==> src/rtl/count_pwm_pkg.sv <==
// count_pwm_pkg: shared types and constants for the counter-driven PWM generator.
//   pwm_state_e : FSM encoding (IDLE, PENDING, RUN)
//   CNT_W_DEF   : default counter width
//   PCNT_W_DEF  : default completed-period counter width
//   duty_full() : full-scale duty (2^cnt_w), the "always high" setting
package count_pwm_pkg;

  typedef enum logic [1:0] {
    IDLE    = 2'd0,
    PENDING = 2'd1,
    RUN     = 2'd2
  } pwm_state_e;

  localparam int unsigned CNT_W_DEF  = 4;
  localparam int unsigned PCNT_W_DEF = 8;

  function automatic int unsigned duty_full(input int unsigned cnt_w);
    return 32'd1 << cnt_w;
  endfunction

endpackage

==> src/rtl/count_pwm_gen.sv <==
// count_pwm_gen: PWM generator driven by an external free-running up-counter.
// A duty request is taken over valid/ready into a shadow register and applied
// only at a period boundary (cnt_in all ones), so every period is whole.
// Ports:
//   clk, reset        clock, asynchronous active-high reset
//   enable            run control; low returns the FSM to IDLE
//   cnt_in            counter value, one period = 2^CNT_W cycles
//   duty_in/valid     requested high time 0..2^CNT_W (larger values saturate)
//   duty_ready        combinational, low only while a duty is pending
//   pwm_out           registered PWM, one cycle behind cnt_in
//   duty_active       duty currently in effect
//   period_cnt        completed periods while running (wraps)
//   busy              high while a duty is pending
// Optional build macro COUNT_PWM_IRQ_EN adds irq (sticky, set when a pending
// duty is applied) and irq_clr (clear; a simultaneous set wins).
module count_pwm_gen
  import count_pwm_pkg::*;
#(
  parameter int unsigned CNT_W  = CNT_W_DEF,
  parameter int unsigned PCNT_W = PCNT_W_DEF
) (
  input  logic              clk,
  input  logic              reset,
  input  logic              enable,
  input  logic [CNT_W-1:0]  cnt_in,
  input  logic [CNT_W:0]    duty_in,
  input  logic              duty_valid,
  output logic              duty_ready,
  output logic              pwm_out,
  output logic [CNT_W:0]    duty_active,
  output logic [PCNT_W-1:0] period_cnt,
  output logic              busy
`ifdef COUNT_PWM_IRQ_EN
  ,
  input  logic              irq_clr,
  output logic              irq
`endif
);

  localparam int unsigned DUTY_W = CNT_W + 1;
  localparam logic [DUTY_W-1:0] DUTY_FULL = DUTY_W'(duty_full(CNT_W));
  localparam logic [CNT_W-1:0]  CNT_LAST  = '1;

  pwm_state_e r_state;
  pwm_state_e w_state_nxt;

  logic [DUTY_W-1:0] r_shadow;
  logic [DUTY_W-1:0] r_duty_active;
  logic [DUTY_W-1:0] w_duty_sat;
  logic [PCNT_W-1:0] r_period_cnt;
  logic              r_pwm;
  logic              r_busy;
  logic              r_from_idle;

  logic w_period_end;
  logic w_ready;
  logic w_accept;
  logic w_apply;
  logic w_cmp_en;
  logic w_pwm_nxt;

  assign w_period_end = (cnt_in == CNT_LAST);
  assign w_duty_sat   = (duty_in > DUTY_FULL) ? DUTY_FULL : duty_in;

  // State register
  always_ff @(posedge clk or posedge reset) begin
    if (reset) begin
      r_state <= IDLE;
    end else begin
      r_state <= w_state_nxt;
    end
  end

  // Next-state logic; enable low overrides everything
  always_comb begin
    w_state_nxt = r_state;
    if (!enable) begin
      w_state_nxt = IDLE;
    end else begin
      case (r_state)
        IDLE:    if (w_accept)     w_state_nxt = PENDING;
        PENDING: if (w_period_end) w_state_nxt = RUN;
        RUN:     if (w_accept)     w_state_nxt = PENDING;
        default:                   w_state_nxt = IDLE;
      endcase
    end
  end

  // Output decode. A PENDING entered from IDLE has no duty in effect yet,
  // so its compare stays disabled until the first apply.
  always_comb begin
    w_ready  = 1'b1;
    w_apply  = 1'b0;
    w_cmp_en = 1'b0;
    case (r_state)
      IDLE: w_ready = 1'b1;
      PENDING: begin
        w_ready  = 1'b0;
        w_apply  = enable & w_period_end;
        w_cmp_en = ~r_from_idle;
      end
      RUN:     w_cmp_en = 1'b1;
      default: w_ready  = 1'b1;
    endcase
    w_accept  = duty_valid & w_ready & enable;
    w_pwm_nxt = enable & w_cmp_en & ({1'b0, cnt_in} < r_duty_active);
  end

  // Datapath registers: shadow, active duty, period counter, outputs
  always_ff @(posedge clk or posedge reset) begin
    if (reset) begin
      r_shadow      <= '0;
      r_duty_active <= '0;
      r_period_cnt  <= '0;
      r_pwm         <= 1'b0;
      r_busy        <= 1'b0;
      r_from_idle   <= 1'b0;
    end else begin
      r_pwm  <= w_pwm_nxt;
      r_busy <= (w_state_nxt == PENDING);
      if (w_accept) begin
        r_shadow    <= w_duty_sat;
        r_from_idle <= (r_state == IDLE);
      end else if (!enable) begin
        // dropping enable discards any pending duty
        r_shadow <= '0;
      end
      if (w_apply) begin
        r_duty_active <= r_shadow;
      end
      if ((r_state == RUN) && w_period_end) begin
        r_period_cnt <= r_period_cnt + PCNT_W'(1);
      end
    end
  end

  assign duty_ready  = w_ready;
  assign pwm_out     = r_pwm;
  assign duty_active = r_duty_active;
  assign period_cnt  = r_period_cnt;
  assign busy        = r_busy;

`ifdef COUNT_PWM_IRQ_EN
  logic r_irq;

  // Sticky apply interrupt; set has priority over clear
  always_ff @(posedge clk or posedge reset) begin
    if (reset) begin
      r_irq <= 1'b0;
    end else if (w_apply) begin
      r_irq <= 1'b1;
    end else if (irq_clr) begin
      r_irq <= 1'b0;
    end
  end

  assign irq = r_irq;
`endif

endmodule

==> config.mk <==
export PLATFORM = sky130hd
export DESIGN_NAME = count_pwm_gen
export DESIGN_NICKNAME = d
export VERILOG_FILES = /design/src/rtl/count_pwm_pkg.sv /design/src/rtl/count_pwm_gen.sv
export SDC_FILE = /design/constraint.sdc
export NUM_CORES = 1
export LEC_CHECK = 0
export CORE_ASPECT_RATIO = 1.1
export CORE_MARGIN = 5
export CORE_UTILIZATION = 44
export CTS_BUF_LIST = sky130_fd_sc_hd__clkbuf_16
export DETAILED_ROUTE_END_ITERATION = 6
export PLACE_DENSITY_LB_ADDON = 0.05
export SETUP_SLACK_MARGIN = 0.3
export SLEW_MARGIN = 40
export SYNTH_ARGS = -nofsm -noshare
export SYNTH_HDL_FRONTEND = slang
export SYNTH_SLANG_ARGS = --single-unit
==> constraint.sdc <==
create_clock -name clk -period 1.5 [get_ports clk]
set_input_delay 0.225 -clock clk [delete_from_list [all_inputs] [get_ports clk]]
set_output_delay 0.225 -clock clk [all_outputs]
set_load 0.05 [all_outputs]
==> results of run 1 <==
report_power, final:
| part | internal (mW) | total [mW] | switching (mW) |
|---|---|---|---|
| logic | 0.159 | 0.317 | 0.159 |
| registers | 0.645 | 0.670 | 0.0249 |
| clock network | 0.356 | 0.582 | 0.225 |
layout make-up:
class                      instances  area, um^2
multi-input combinational         74         787
fill                             155         599
timing repair buffer              48         593
sequential                        23         586
clock buffer                       3        75.1
inverter                           9        42.5
tap                               33        41.3
clock inverter                     1        3.75
cell usage after synthesis:
cell type	count
or2_1	1
ha_1	8
nand3b_1	4
xnor2_1	2
dfrtp_1	23
nand3_1	5
buf_6	1
buf_2	1
nor2b_2	1
nor4_2	1
nor2_1	2
o211ai_1	1
nand2_1	11
o221a_1	1
mux2_4	5
nor3_1	6
o21a_1	1
a21oi_1	3
and3_1	1
a211oi_2	1
a21boi_1	5
mux2_1	1
and4_4	1
nand2b_1	3
nand3_4	1
xor2_1	5
nand4_2	1
mux2_2	1
o221a_2	1
inv_1	9
a211oi_1	1
critical path, stage by stage, from the launching register on:
cell and delay [ps]:
dfrtp_2 450, inv_2 100, ha_4 170, clkinvlp_4 100, buf_6 160
stage by stage:
| step | instances | total power, mW |
|---|---|---|
| floorplan | 108 | 0.812 |
| CTS | 189 | 1.55 |
| detailed placement | 176 | 0.934 |
| global placement | 176 | 0.927 |
| global route | 191 | 1.62 |
| finish | 191 | 1.57 |
cells by family after synthesis:
logic type | synth area share [%]
fa+ha+maj | 8.19
flops | 47.1
simple gates | 18.6
xor+xnor | 5.02
mux | 7.98
compound gates | 9.01
buf+inv | 4.09
timing repair:
| action | 4_1_cts | 5_1_grt |
|---|---|---|
| pin swaps | 12 | 8 |
| endpoints found under the setup margin | 24 | 24 |
| buffers inserted | 9 | 2 |
| resized for setup | 29 | 23 |
final timing paths:
path                       slack, ps                     from                    endpoint
max in group asynchronous        940                    reset  duty_active[1]$_DFFE_PP0P_
hold reg to reg                  510  r_shadow[4]$_DFFE_PP0P_  duty_active[4]$_DFFE_PP0P_
hold / removal                   310                    reset   period_cnt[3]$_DFFE_PP0P_
setup reg to reg                  40     r_state[1]$_DFF_PP0_  duty_active[2]$_DFFE_PP0P_
setup / recovery                  30     r_state[1]$_DFF_PP0_                  duty_ready
min in group clk                 510  r_shadow[4]$_DFFE_PP0P_  duty_active[4]$_DFFE_PP0P_
metal layers:
| layer | up-vias | routed length, um |
|---|---|---|
| li1 | 476 | - |
| met1 | 474 | 1250 |
| met2 | 29 | 1680 |
| met3 | 7 | 165 |
| met4 | 0 | 70 |
| met5 | - | 0 |
flip-flops by register name (all words and copies together) (netlist names):
| signal | flops |
|---|---|
| r_from_idle | 1 |
| period_cnt | 8 |
| pwm_out | 1 |
| busy | 1 |
| r_shadow | 5 |
| duty_active | 5 |
| r_state | 2 |
==> results.toml, run 1 <==
[status]
status = "finished clean"

[synth]
synthesis.instances = 108
synthesis.nets = 129
synth_top_area_share_pct = 47.1
synth_seq_cells = 23
synthesis.area_mm2 = 0.00122
synth_top_area_cell = "dfrtp_1"
syn_avg_cell_area_um2 = 11.3
synth_warnings = 0
yosysSeqAreaShare_pct = 47.1
synth_cell_types = 31
ys_top_cells_by_area = "dfrtp_1, ha_1, mux2_4"

[clocking]
cts_max_path_buffers = 2
root_buffer = "clkbuf_16"
htree_num_levels = 1
insertion_delay_ps = 260
cts_inserted_buffers = 3
path_clk_slew_ps = 60
ctsHoldBuffers = 0
cts_tree = "built"
clock-sinks = 23

[sta]
setup_tns_ps = 0
relSlewSlack_pct = 71.9
fin_crit_ps = 1470
worstMarginPinSlew_ps = 421
fin_ws_ps = 32.9
whs_ps = 310
hold_violations = 0
fmax_mhz = 682
period_share_pct = 97.8
fin_skew_ps = 1.15
drv_slew = 0
rsz0062_at_grt = "yes"
setup_viol = 0

[setup_path]
start_kind = "flip-flop"
critPathCaptureType = "output port"
rr_worst_depth = 5
cp.arrival_ps = 1240
crit_type = "flip-flop to output port"
worst-path-max-fanout = 4
timing.critical_path.required_ps = 1270

[drt]
dr.first_iter.drc_count = 11
antenna_left = 0
via_per_inst = 5.16
first_pass_iters = 4
wl_per_cell_um = 16.5
wl_um = 3160
drcViolationCount = 0
num_vias = 986

[floorplanning]
io_pins = 29
core_area_mm2 = 0.00273
die_width_um = 60.3
initial_core_util_pct = 44.8
rows = 20
die-height_um = 65.3
die_area_mm2 = 0.00393

[global_routing]
use_met3_pct = 2.55
grt_usage_pct = 16.9
use_met2_pct = 28.5
met1_usage_pct = 20.5
grt_start_max_net_pins = 24
grt-busiest-layer = "met2"
grt_pass1_vias = 1035
grt_first_pass_wirelength_um = 4910
antenna_found_initial = 0
overflow = 0

[place]
dp_slack_ps = -157
hpwl_um = 2060
gp_congestion = 0.831
port_buffers = 28
placed_area_mm2 = 0.00177

[final_layout]
nNetsFinal = 180
final_cell_mix = "dfrtp_1, buf_12, buf_6"
synthToLayoutAreaGrowth_pct = 74.1
final_util_pct = 78.0
insertedDiodeCount = 0
drive_above_1_share_pct = 55.7
design_area_mm2 = 0.00213
final_common_cell = "dfrtp_1"

[worst_hold_path]
hold_class = "input pin to asynchronous set/reset pin"

[pwr]
powerDensity_mw_per_mm2 = 737
leakagePower_nw = 1.01
peakVddDrop_uv = 598

[run]
cap_violations = 0
Power figures use the tool's default switching activity.
==> inputs of run 2 (changes only) <==
Settings changed: CTS_CLUSTER_SIZE set to 8.
==> results of run 2 <==
Same layout as run 1: the final DEF is identical, and so are final timing and power.
==> inputs of run 3 (changes only) <==
Settings changed: CORE_UTILIZATION 44 to 45.
Clock period 1.5 ns to 1.4 ns, I/O delays scaled along.
==> results.toml, run 3 (synthesis results as in run 1) <==
[drt]
dr.first_iter.drc_count = 33
wl_per_cell_um = 15.3
first_pass_iters = 4
wl_um = 2880
num_vias = 960
drcViolationCount = 0
via_per_inst = 5.08
antenna_left = 0

[pwr]
powerDensity_mw_per_mm2 = 809
leakagePower_nw = 0.901
peakVddDrop_uv = 693

[final_layout]
largest_reg_flops = 8
layoutNonFillerInstCount = 189
nNetsFinal = 180
drive_above_1_share_pct = 50.6
insertedDiodeCount = 0
fillCellCount = 156
final_cell_mix = "buf_4, buf_12, dfrtp_1"
final_common_cell = "buf_4"
synthToLayoutAreaGrowth_pct = 65.7

[setup_path]
rrSetupSlack_ps = -60
rr_worst_depth = 6
cp.arrival_ps = 1590
rr_startpoint = "r_state[0]$_DFF_PP0_"
critPathCaptureType = "flip-flop"
start_kind = "flip-flop"
worstReg2RegEnd = "r_from_idle$_DFFE_PP0P_"
timing.critical_path.required_ps = 1530
worst-path-max-fanout = 5
crit_type = "flip-flop to flip-flop"

[clocking]
path_clk_slew_ps = 60
cts_max_path_buffers = 2
root_buffer = "clkbuf_16"
htree_num_levels = 1
cts_tree = "built"
clock-sinks = 23
insertion_delay_ps = 250
cts_inserted_buffers = 3

[status]
status = "finished with violations"
violations = "negative setup slack"

[floorplanning]
die-height_um = 64.7
core_area_mm2 = 0.00254
initial_core_util_pct = 48.1
die_area_mm2 = 0.00386
rows = 19
die_width_um = 59.7
io_pins = 29

[sta]
fmax_mhz = 685
period_share_pct = 104
fin_skew_ps = 1.93
hold_violations = 0
relSlewSlack_pct = 78.7
setup_viol = 11
whs_ps = 297
drv_slew = 0
worstMarginPinSlew_ps = 319
fin_crit_ps = 1460
setup_tns_ps = -380
rsz0062_at_grt = "yes"
fin_ws_ps = -58.8

[place]
gp_congestion = 0.836
dp_slack_ps = -217
hpwl_um = 2080
numPlacedInstances = 179
port_buffers = 28

[global_routing]
overflow = 0
grt_usage_pct = 17.1
grt_first_pass_wirelength_um = 4970
grt_pass1_vias = 1071
antenna_found_initial = 0
grt_start_max_net_pins = 24

[run]
cap_violations = 0

[worst_hold_path]
hold_class = "input pin to asynchronous set/reset pin"
## run 3: how the worst max path moves through the flow
stage	startpoint	end	slack [ps]	depth (start not counted)
4_1_cts	r_state[0]$_DFF_PP0_	r_from_idle$_DFFE_PP0P_	-40	6
2_1_floorplan	r_state[0]$_DFF_PP0_	busy$_DFF_PP0_	-40	6
5_1_grt	r_state[0]$_DFF_PP0_	r_from_idle$_DFFE_PP0P_	-110	6
6_report	r_state[0]$_DFF_PP0_	r_from_idle$_DFFE_PP0P_	-60	6
3_5_place_dp	cnt_in[3]	duty_active[2]$_DFFE_PP0P_	-220	4
3_3_place_gp	cnt_in[2]	duty_active[2]$_DFFE_PP0P_	-180	4
## run 3: area by class of cell
cell class / count / area (um^2) / area share (%)
clock buffer: 3 / 75.1 / 3.71
clock inverter: 1 / 5.00 / 0.247
inverter: 9 / 37.5 / 1.85
multi-input combinational: 74 / 706 / 34.8
sequential: 23 / 587 / 29.0
tap: 31 / 38.8 / 1.91
timing repair buffer: 48 / 577 / 28.5
## run 3: repair_timing
action,CTS,global route
hold buffers,0,0
pin swaps,3,3
endpoints found under the setup margin,27,29
buffers inserted,5,1
gates resized for setup,15,5
## run 3: report_power, final
| part | switching, mW | total (mW) | internal [mW] |
|---|---|---|---|
| Sequential | 0.0256 | 0.717 | 0.691 |
| Combinational | 0.158 | 0.323 | 0.165 |
| Clock | 0.216 | 0.599 | 0.383 |
## run 3: critical path, cell delays in order, from the launching register on
cell,delay (ps)
dfrtp_1,410
buf_4,150
ha_4,170
buf_4,140
nor2b_4,120
nand2_1,70
mux2_2,280
## run 3: routing by layer
layer	up-vias	share of wire [%]	global-route usage [%]
li1	471	-	-
met1	464	42	20.2
met2	21	51	30.3
met3	4	5.0	3.17
met4	0	1.5	6.09
met5	-	0	0
## run 3: stage by stage
step,util [%],instance area [um^2],power (mW)
2_1_floorplan,-,1280,0.871
3_3_place_gp,72.3,1840,1.01
3_5_place_dp,72.3,1840,1.02
4_1_cts,78.7,2000,1.65
5_1_grt,79.6,2030,1.73
6_report,79.6,2030,1.64
==> RTL change (settings of run 2) <==
Register the output `period_cnt` once more, cleared by the reset; this adds one clock of latency there. The other outputs are not delayed to match.
--- a/src/rtl/count_pwm_gen.sv
+++ b/src/rtl/count_pwm_gen.sv
@@ -137,7 +137,13 @@
   assign duty_ready  = w_ready;
   assign pwm_out     = r_pwm;
   assign duty_active = r_duty_active;
-  assign period_cnt  = r_period_cnt;
+  always_ff @(posedge clk or posedge reset) begin
+    if (reset) begin
+      period_cnt <= '0;
+    end else begin
+      period_cnt <= r_period_cnt;
+    end
+  end
   assign busy        = r_busy;
 
 `ifdef COUNT_PWM_IRQ_EN
Check against the original RTL: not equivalent (Yosys sat finds a counterexample within 4 cycles, from zero or initial values and one cycle with reset high).
==> RTL change against run 2 <==
Synthesized cell count grew 8.3%. Maximum frequency fell by 1.6%. Non-clock buffer count is 1 higher. Worst setup slack worse by 23 ps. Hold slack better by 16 ps. Sequential power increased by 32%. Sequential cell count is 8 higher. Design area rose by 3.9%. Wire length decreased by 8.5%. Area after synthesis is 16% higher. Total power grew 46%. Critical path type is now register to register.
==> RTL change: results <==
status:
  status: "completed"
global_routing:
  grt_max_degree: 32
  grt_pass1_wl_um: 5100
  use_met3_pct: 5.51
  grt_util_met1_pct: 16.2
  grt_usage_pct: 14.6
  grt_util_met2_pct: 24.4
cells_and_area:
  multi_input_area_share_pct: 31.4
  drive_above_1_share_pct: 44.7
  n_fill_cell: 212
  nonClkBufAreaFrac_pct: 22.7
  buffers: 49
  clkCellAreaFrac_pct: 7.41
  instances_no_fill: 204
placement:
  pre_cts_slack_ps: -159
  dpl-instance-area_sq_um: 1860
  place_congestion: 0.784
  hpwl_um: 2060
clock_network:
  postCtsSetupBuffers: 5
  cts_resized: 29
  h-tree-depth: 2
  clock-sinks: 31
  cts_buffers: 5
setup_path:
  crit_slowest_cell: "dfrtp_1"
  slowest_delay_ps: 400
synthesis:
  synthMuxAreaShare_pct: 6.90
  synth_compound_area_share_pct: 7.43
  synth_common_cells: "31 x dfrtp_1, 11 x nand2_1, 8 x ha_1, 8 x inv_1"
  synth.net_count: 138
  ys_seq_area_share_pct: 54.9
  synth_fa_ha_area_share_pct: 7.08
  yosys.area_share.xor_xnor_pct: 4.34
  synthTopCellsByArea: "dfrtp_1 55%, ha_1 7.1%, mux2_4 5.3%"
  synth.avg_cell_area_sq_um: 12.1
  synth_cell_types: 29
timing:
  relSlewSlack_pct: 75.0
  skew_ps: 6.22
power_and_ir_drop:
  leakage_nw: 1.06
  vdd.ir_drop.worst_mv: 0.993
route:
  met2RoutedLength_um: 1520
  vias: 1067
  finalWirelength_um: 2890
  wl_met1_um: 1150
  dr_wl_met3_um: 171
[RTL change: worst max-delay path: cells and delay by family (launching register included)]
| family | cells | cell delay (ps) |
|---|---|---|
| simple gates | 2 | 400 |
| compound gates | 1 | 260 |
| buf+inv | 1 | 150 |
| fa+ha+maj | 1 | 170 |
| flops | 1 | 400 |
[RTL change: path summary, 6_finish.rpt]
kind	slack, ps	end	start
setup / recovery	10	busy	r_state[1]
hold / removal	330	r_shadow[3]	reset
setup reg to reg	10	busy	r_state[1]
hold reg to reg	400	period_cnt[7]	r_period_cnt[7]
max in group asynchronous	900	r_period_cnt[5]	reset
min in group clk	400	period_cnt[7]	r_period_cnt[7]
[RTL change: report_power, final]
group          switching [mW]  leakage, nW  internal (mW)
Clock                   0.333       0.0812          0.771
Sequential             0.0222        0.424          0.863
Combinational           0.147        0.550          0.151
Total                   0.502         1.06           1.78
